$ cat src/rtl/renkon_pkg.sv
// rtl/renkon_pkg.sv - shared widths, write-back state encoding and latency constant
package renkon_pkg;
  localparam int WB_CORE = 8;
  localparam int LWIDTH  = 6;
  localparam int DWIDTH  = 8;
  localparam int D_WB    = WB_CORE + 1;

  typedef enum logic [1:0] {
    S_WAIT   = 2'd0,
    S_ACTIVE = 2'd1,
    S_DRAIN  = 2'd2
  } wb_state_t;
endpackage

$ cat src/rtl/renkon_ctrl_bus.sv
// rtl/renkon_ctrl_bus.sv - stage-to-stage start/valid/stop/delay handshake bundle
interface ctrl_bus;
  logic                          start;
  logic                          valid;
  logic                          stop;
  logic                          ready;
  logic [renkon_pkg::DWIDTH-1:0] delay;

  modport master (output start, output valid, output stop, output delay);
  modport slave  (input start, input valid, input stop, input delay, output ready);
endinterface

$ cat src/rtl/renkon_wb_serial.sv
// rtl/renkon_wb_serial.sv - walks one pixel's lanes onto the write port, one per cycle
module renkon_wb_serial #(
  parameter int CORE   = 8,
  parameter int OWIDTH = 12
) (
  input  logic                     clk,
  input  logic                     xrst,
  input  logic                     kick,
  input  logic [OWIDTH-1:0]        base,
  input  logic [OWIDTH-1:0]        map_size,
  input  logic [OWIDTH-1:0]        pix,
  output logic                     we,
  output logic [$clog2(CORE)-1:0]  lane,
  output logic [OWIDTH-1:0]        addr,
  output logic                     idle
);
  localparam int LW = $clog2(CORE);
  localparam logic [LW-1:0] LAST = LW'(CORE - 1);

  // A kick always restarts at lane 0, which both chains pixels and drops an unfinished one.
  always_ff @(posedge clk or posedge xrst) begin
    if (xrst) begin
      we   <= 1'b0;
      lane <= '0;
      addr <= '0;
    end else if (kick) begin
      we   <= 1'b1;
      lane <= '0;
      addr <= base + pix;
    end else if (we) begin
      if (lane == LAST) begin
        we   <= 1'b0;
        lane <= '0;
        addr <= '0;
      end else begin
        lane <= lane + LW'(1);
        addr <= addr + map_size;
      end
    end
  end

  assign idle = !we;
endmodule

$ cat src/rtl/renkon_ctrl_wb.sv
// rtl/renkon_ctrl_wb.sv - pooled-pixel write-back controller; RENKON_CTRL_WB_ERR_EN adds wb_err
module renkon_ctrl_wb
  import renkon_pkg::*;
#(
  parameter int CORE   = WB_CORE,
  parameter int OWIDTH = 12
) (
  input  logic                     clk,
  input  logic                     xrst,
  input  logic                     _wb_en,
  ctrl_bus.slave                   in_ctrl,
  input  logic [LWIDTH-1:0]        _out_size,
  input  logic [OWIDTH-1:0]        _out_base,
  ctrl_bus.master                  out_ctrl,
  output logic                     wb_latch,
  output logic [$clog2(CORE)-1:0]  mem_lane,
  output logic                     mem_we,
  output logic [OWIDTH-1:0]        mem_addr
`ifdef RENKON_CTRL_WB_ERR_EN
 ,output logic                     wb_err
`endif
);
  localparam int LW = $clog2(CORE);

  logic [1:0]          state;
  logic [OWIDTH-1:0]   base_r;
  logic [OWIDTH-1:0]   map_size;
  logic [OWIDTH-1:0]   pix;
  logic [OWIDTH-1:0]   pix_nxt;
  logic [2*LWIDTH-1:0] size_sq;
  logic                start_acc;
  logic                kick;
  logic                idle;
  logic                overflow;
  logic                stop_pulse;
  logic                start_q;
  logic                valid_q;
  logic                stop_q;
  logic [DWIDTH-1:0]   delay_q;

  assign start_acc = in_ctrl.start && (state == S_WAIT);
  assign kick      = _wb_en && in_ctrl.valid && (state != S_WAIT);
  assign wb_latch  = kick;
  assign overflow  = kick && mem_we && (mem_lane != LW'(CORE - 1));
  assign size_sq   = {{LWIDTH{1'b0}}, _out_size} * {{LWIDTH{1'b0}}, _out_size};
  assign pix_nxt   = pix + OWIDTH'(1);

  always_ff @(posedge clk or posedge xrst) begin
    if (xrst) begin
      state      <= S_WAIT;
      base_r     <= '0;
      map_size   <= '0;
      pix        <= '0;
      stop_pulse <= 1'b0;
    end else begin
      stop_pulse <= 1'b0;
      case (state)
        S_WAIT: if (in_ctrl.start) begin
          state    <= S_ACTIVE;
          base_r   <= _out_base;
          map_size <= OWIDTH'(size_sq);
          pix      <= '0;
        end
        S_ACTIVE: if (in_ctrl.stop) state <= S_DRAIN;
        // A valid arriving with the stop still has to be serialised before completion.
        S_DRAIN: if (idle && !kick) begin
          state      <= S_WAIT;
          stop_pulse <= 1'b1;
        end
        default: state <= S_WAIT;
      endcase
      if (kick) pix <= (pix_nxt == map_size) ? '0 : pix_nxt;
    end
  end

  always_ff @(posedge clk or posedge xrst) begin
    if (xrst) begin
      start_q <= 1'b0;
      valid_q <= 1'b0;
      stop_q  <= 1'b0;
      delay_q <= '0;
    end else begin
      start_q <= _wb_en ? start_acc : in_ctrl.start;
      valid_q <= in_ctrl.valid;
      stop_q  <= in_ctrl.stop;
      delay_q <= _wb_en ? in_ctrl.delay + DWIDTH'(CORE + 1) : in_ctrl.delay;
    end
  end

  renkon_wb_serial #(
    .CORE   (CORE),
    .OWIDTH (OWIDTH)
  ) u_serial (
    .clk      (clk),
    .xrst     (xrst),
    .kick     (kick),
    .base     (base_r),
    .map_size (map_size),
    .pix      (pix),
    .we       (mem_we),
    .lane     (mem_lane),
    .addr     (mem_addr),
    .idle     (idle)
  );

  assign in_ctrl.ready  = (state == S_WAIT);
  assign out_ctrl.start = start_q;
  assign out_ctrl.valid = _wb_en ? mem_we : valid_q;
  assign out_ctrl.stop  = _wb_en ? stop_pulse : stop_q;
  assign out_ctrl.delay = delay_q;

`ifdef RENKON_CTRL_WB_ERR_EN
  always_ff @(posedge clk or posedge xrst) begin
    if (xrst)           wb_err <= 1'b0;
    else if (start_acc) wb_err <= 1'b0;
    else if (overflow)  wb_err <= 1'b1;
  end
`endif
endmodule
$ cat src/flat_wrapper.sv
// flat-port wrapper written by rule: the top's interface ports become plain ports
module renkon_ctrl_wb_flat import renkon_pkg::*;
#(
  parameter int CORE   = WB_CORE,
  parameter int OWIDTH = 12
)
  (clk, xrst, _wb_en, _out_size, _out_base, wb_latch, mem_lane, mem_we, mem_addr, in_ctrl_start, in_ctrl_valid, in_ctrl_stop, in_ctrl_delay, in_ctrl_ready, out_ctrl_start, out_ctrl_valid, out_ctrl_stop, out_ctrl_delay);
  ctrl_bus in_ctrl_i ();
  ctrl_bus out_ctrl_i ();
  input  logic clk;
  input  logic xrst;
  input  logic _wb_en;
  input  logic [LWIDTH-1:0] _out_size;
  input  logic [OWIDTH-1:0] _out_base;
  output logic wb_latch;
  output logic [$clog2(CORE)-1:0] mem_lane;
  output logic mem_we;
  output logic [OWIDTH-1:0] mem_addr;
  input wire logic [$bits(in_ctrl_i.start)-1:0] in_ctrl_start;
  input wire logic [$bits(in_ctrl_i.valid)-1:0] in_ctrl_valid;
  input wire logic [$bits(in_ctrl_i.stop)-1:0] in_ctrl_stop;
  input wire logic [$bits(in_ctrl_i.delay)-1:0] in_ctrl_delay;
  output wire logic [$bits(in_ctrl_i.ready)-1:0] in_ctrl_ready;
  output wire logic [$bits(out_ctrl_i.start)-1:0] out_ctrl_start;
  output wire logic [$bits(out_ctrl_i.valid)-1:0] out_ctrl_valid;
  output wire logic [$bits(out_ctrl_i.stop)-1:0] out_ctrl_stop;
  output wire logic [$bits(out_ctrl_i.delay)-1:0] out_ctrl_delay;
  assign in_ctrl_i.start = in_ctrl_start;
  assign in_ctrl_i.valid = in_ctrl_valid;
  assign in_ctrl_i.stop = in_ctrl_stop;
  assign in_ctrl_i.delay = in_ctrl_delay;
  assign in_ctrl_ready = in_ctrl_i.ready;
  assign out_ctrl_start = out_ctrl_i.start;
  assign out_ctrl_valid = out_ctrl_i.valid;
  assign out_ctrl_stop = out_ctrl_i.stop;
  assign out_ctrl_delay = out_ctrl_i.delay;
  renkon_ctrl_wb #(.CORE(CORE), .OWIDTH(OWIDTH)) u_core (.clk(clk), .xrst(xrst), ._wb_en(_wb_en), .in_ctrl(in_ctrl_i), ._out_size(_out_size), ._out_base(_out_base), .out_ctrl(out_ctrl_i), .wb_latch(wb_latch), .mem_lane(mem_lane), .mem_we(mem_we), .mem_addr(mem_addr));
endmodule
$ cat config.mk
export PLATFORM = sky130hd
export DESIGN_NAME = renkon_ctrl_wb_flat
export DESIGN_NICKNAME = d
export VERILOG_FILES = /design/src/rtl/renkon_pkg.sv /design/src/rtl/renkon_ctrl_bus.sv /design/src/rtl/renkon_wb_serial.sv /design/src/rtl/renkon_ctrl_wb.sv /design/src/flat_wrapper.sv
export SDC_FILE = /design/constraint.sdc
export NUM_CORES = 1
export LEC_CHECK = 0
export BUFFER_PORTS_ARGS = -buffer_cell sky130_fd_sc_hd__buf_4
export CORE_MARGIN = 5
export CORE_UTILIZATION = 40
export DETAILED_ROUTE_END_ITERATION = 16
export MAX_ROUTING_LAYER = met4
export SLEW_MARGIN = 20
export SYNTH_ARGS = -nofsm -noshare
export SYNTH_HDL_FRONTEND = slang
export SYNTH_SLANG_ARGS = --single-unit
$ cat constraint.sdc
create_clock -name clk -period 3.36 [get_ports clk]
set_input_delay 0.672 -clock clk [delete_from_list [all_inputs] [get_ports clk]]
set_output_delay 0.672 -clock clk [all_outputs]
set_load 0.05 [all_outputs]
==> metrics <==
Leak ~2.8 nW; count of buffers from port buffering 60; # rows 40; largest net degree at the start of global routing 43; setup total negative slack -0.388 ns; post-route ant nets 0; total congestion overflow 0; worst hold path type input pin to async pin; final cell count without fillers roughly 750; Initial Util 40.6%; CP max FO 3; Int Power between 2 and 3 mW; DR DRC count 0; Slowest cell on crit path fa_1; Buf/Inv on CP 3; worst r2r dst u_core.pix[11]; final hold slack about 0.43 ns; Syn Nets around 600; number of synthesized register bits 65; top achievable clock speed about 270 MHz; share of layout cells above drive strength 1 a little under a quarter; CP Depth 14; number of synthesized flops with an enable pin 0; num ports 61; worst-path cell chain buf_6, and2_4, fa_1, inv_2, fa_1, fa_1, inv_2, ha_4, a21o_1, a21oi_2, o21ai_2, a211o_1, a2111o_1, nand3_1; Top FF cell, synth dfrtp_1; Post-DP HPWL between 9 and 10 mm; Setup CP Type input pin to register; Pwr Density 891 mW/mm2; Die Y 120 um; total placed cells including tap cells around 740; Post-CTS Hold Buffers 0; first-pass GRT wire length ~20 mm; DIE AREA roughly 0.014 mm2; Clock Sinks 65; via count between 4,000 and 5,000; DR iter-0 viols between 300 and 400; DRT Pass-1 Iters 4; Max-cap violations 0; maximum clock path buffer count 2; most common cell after layout, fill and taps aside buf_4; post-synthesis sequential area ratio around 34%; GRT Overall Usage between 10% and 20%; CTS H-tree depth 3; final instance area between 0.005 and 0.006 mm2; CP most frequent cell fa_1; Period minus WS final roughly 3.6 ns; Setup crit start _out_size[4]; CTS tree yes; mean area per synthesized cell a little over 9 um2; die width between 100 and 150 um; Cell Area, Synth approximately 0.005 mm2; Wirelength per Cell 16.1 um; status complete, but fails checks; final wirelength 12.1 mm; share of synthesized registers carrying an async set or reset 100%; yosys warns 0; fin. max-slew vios 0; Worst-Margin Slew just under 0.9 ns; vias in the first global route around 4,000; Net Sw Frac approximately 44%; Psw between 2 and 2.5 mW; Vias per Instance between 5 and 6; core region area 0.0120 mm2; Logic pwr share about 56%; Clock Power Share roughly 18%; FF-to-FF setup slack between 0.5 and 0.6 ns; most frequent cells in the layout buf_4, dfrtp_1, ha_1; CTS buffer count 9; Arr. time, crit path slightly below 4 ns; Nets 682; RSZ-0062 raised after global routing true; Clock Skew between 0.005 and 0.006 ns; Ant. Diodes 0; pre-CTS setup slack -0.657 ns; failing checks setup timing; area delta synth->final 22.8%; Synth cell types 67; final worst-path cycle share 108%; gpl congestion around 0.86; Finished Core Util between 40% and 50%; final setup margin -0.278 ns; slowest cell delay on critical path 0.54 ns; worst reg2reg path depth 7; reg-to-reg startpoint u_core.pix[1]; Clk Latency, worst-skew pair 0.33 ns; Gate Count Post-Synth ~520; required time worst endpoint ~3.6 ns; final hold vios 0; Root Buffer clkbuf_16; clk slew on worst S/H paths roughly 0.050 ns; crit end category register; Filler Cell Count around 1,100; # setup viols final 3; VDD IR max between 0.2 and 0.3 mV; Final Power about 5.3 mW; Slew headroom around two fifths; Startpoint Class input pin; CP Capture Point u_core.map_size[11]; DP Area 0.00562 mm2; Sequential Power Share a little over a quarter; initial antenna violation count 0; Top delay family on crit path adder cells
==> worst min-delay path by stage <==
stage               startpoint                       end  depth (start not counted)  slack (ns)
2_1_floorplan  u_core.state[1]           u_core.state[0]                          1        0.44
3_3_place_gp   u_core.state[1]           u_core.state[0]                          1        0.46
3_5_place_dp   u_core.state[1]           u_core.state[0]                          1        0.47
4_1_cts                   xrst  u_core.u_serial.addr[11]                          2        0.45
5_1_grt          in_ctrl_valid            u_core.valid_q                          1        0.45
6_report                  xrst  u_core.out_ctrl.delay[1]                          2        0.43
==> registers in the layout, indices dropped and copies added (netlist names) <==
name	flops
u_core.u_serial.lane	3
u_core.stop_pulse	1
u_core.u_serial.we	1
u_core.state	2
u_core.map_size	11
u_core.out_ctrl.start	1
u_core.out_ctrl.delay	8
u_core.base_r	12
u_core.pix	12
u_core.stop_q	1
u_core.u_serial.addr	12
u_core.valid_q	1
==> logic make-up (layout without fill, tap and decap cells) <==
kind of cell    count (synthesis)  in the layout  synth area share, %
simple gates                  152            152                 17.4
compound gates                135            135                 18.1
flops                          65             65                 33.5
buf+inv                        61            144                 5.05
fa+ha+maj                      48             48                 13.8
xor+xnor                       41             41                 7.40
mux                            21             21                 4.79
==> synth_stat cells (all sizes together), types with 2 or more instances <==
cell	number	share of area [%]
mux2i	3	0.62
a21oi	34	3.5
a21boi	3	0.46
nor4	2	0.57
a211oi	6	0.93
a311oi	2	0.36
xnor2	23	4.1
fa	9	3.7
o31ai	7	1.1
o2111ai	2	0.36
nand2	34	2.7
dfrtp	65	34
a221oi	8	1.4
clkbuf	13	1.0
o21a	4	0.62
a2111oi	2	0.36
nand2b	3	0.39
or4	5	0.85
inv	39	3.0
and2	12	1.5
o21bai	2	0.31
a21o	11	1.7
a31oi	8	1.0
xor2	18	3.2
nand4	4	0.52
and4	3	0.57
ha	39	10
nand3	19	2.1
nor2	21	1.6
o21ai	32	3.3
nor2b	8	1.0
mux2	18	4.2
or2	5	0.64
nor3	13	1.3
buf	8	0.93
o211a	2	0.41
and3b	2	0.36
or3	8	1.0
nor3b	4	0.72
a211o	2	0.36
and3	4	0.52
==> what timing repair did <==
action,4_1_cts,5_1_grt
gates resized for setup,4,5
pin swaps,10,11
buffers inserted,1,1
endpoints found under the setup margin,4,5
endpoints found under the hold margin,0,0
==> final cells by class <==
| type | instances | area, um2 | share of cell area, % |
|---|---|---|---|
| multi-input cells | 397 | 3020 | 50.7 |
| flip-flops and latches | 65 | 1630 | 27.3 |
| repair buffers | 89 | 679 | 11.4 |
| clock buffers | 12 | 256 | 4.30 |
| well taps | 147 | 184 | 3.09 |
| inverters | 40 | 150 | 2.52 |
| clock inverters | 3 | 40.0 | 0.672 |
==> metal layers <==
metal	global-route usage (%)	part of all wire [%]	vias to the layer above	wire length, um
li1	-	-	2046	-
met4	5.73	1.3	0	153
met5	-	0	-	0
met2	29.8	50	75	6110
met1	21.1	44	1992	5300
met3	3.11	4.5	12	548
==> worst register-to-register path, cell delays in order, from the launching register on <==
cell and delay (ns):
dfrtp_1 0.52, ha_1 0.40, and4_2 0.35, a31oi_1 0.09, a2111oi_0 0.31, nor3_1 0.18
or4_1 0.59, a32o_1 0.29
==> power by group through the flow <==
stage / sequential [mW] / clock (mW) / combinational, mW
after global routing: 1.43 / 0.996 / 3.27
after CTS: 1.39 / 0.965 / 2.98
after global placement: 1.39 / 0 / 2.90
after detailed placement: 1.40 / 0 / 2.95
final: 1.39 / 0.941 / 2.98
after floorplan: 1.66 / 0 / 1.89
(Power assumes the default switching activity.)
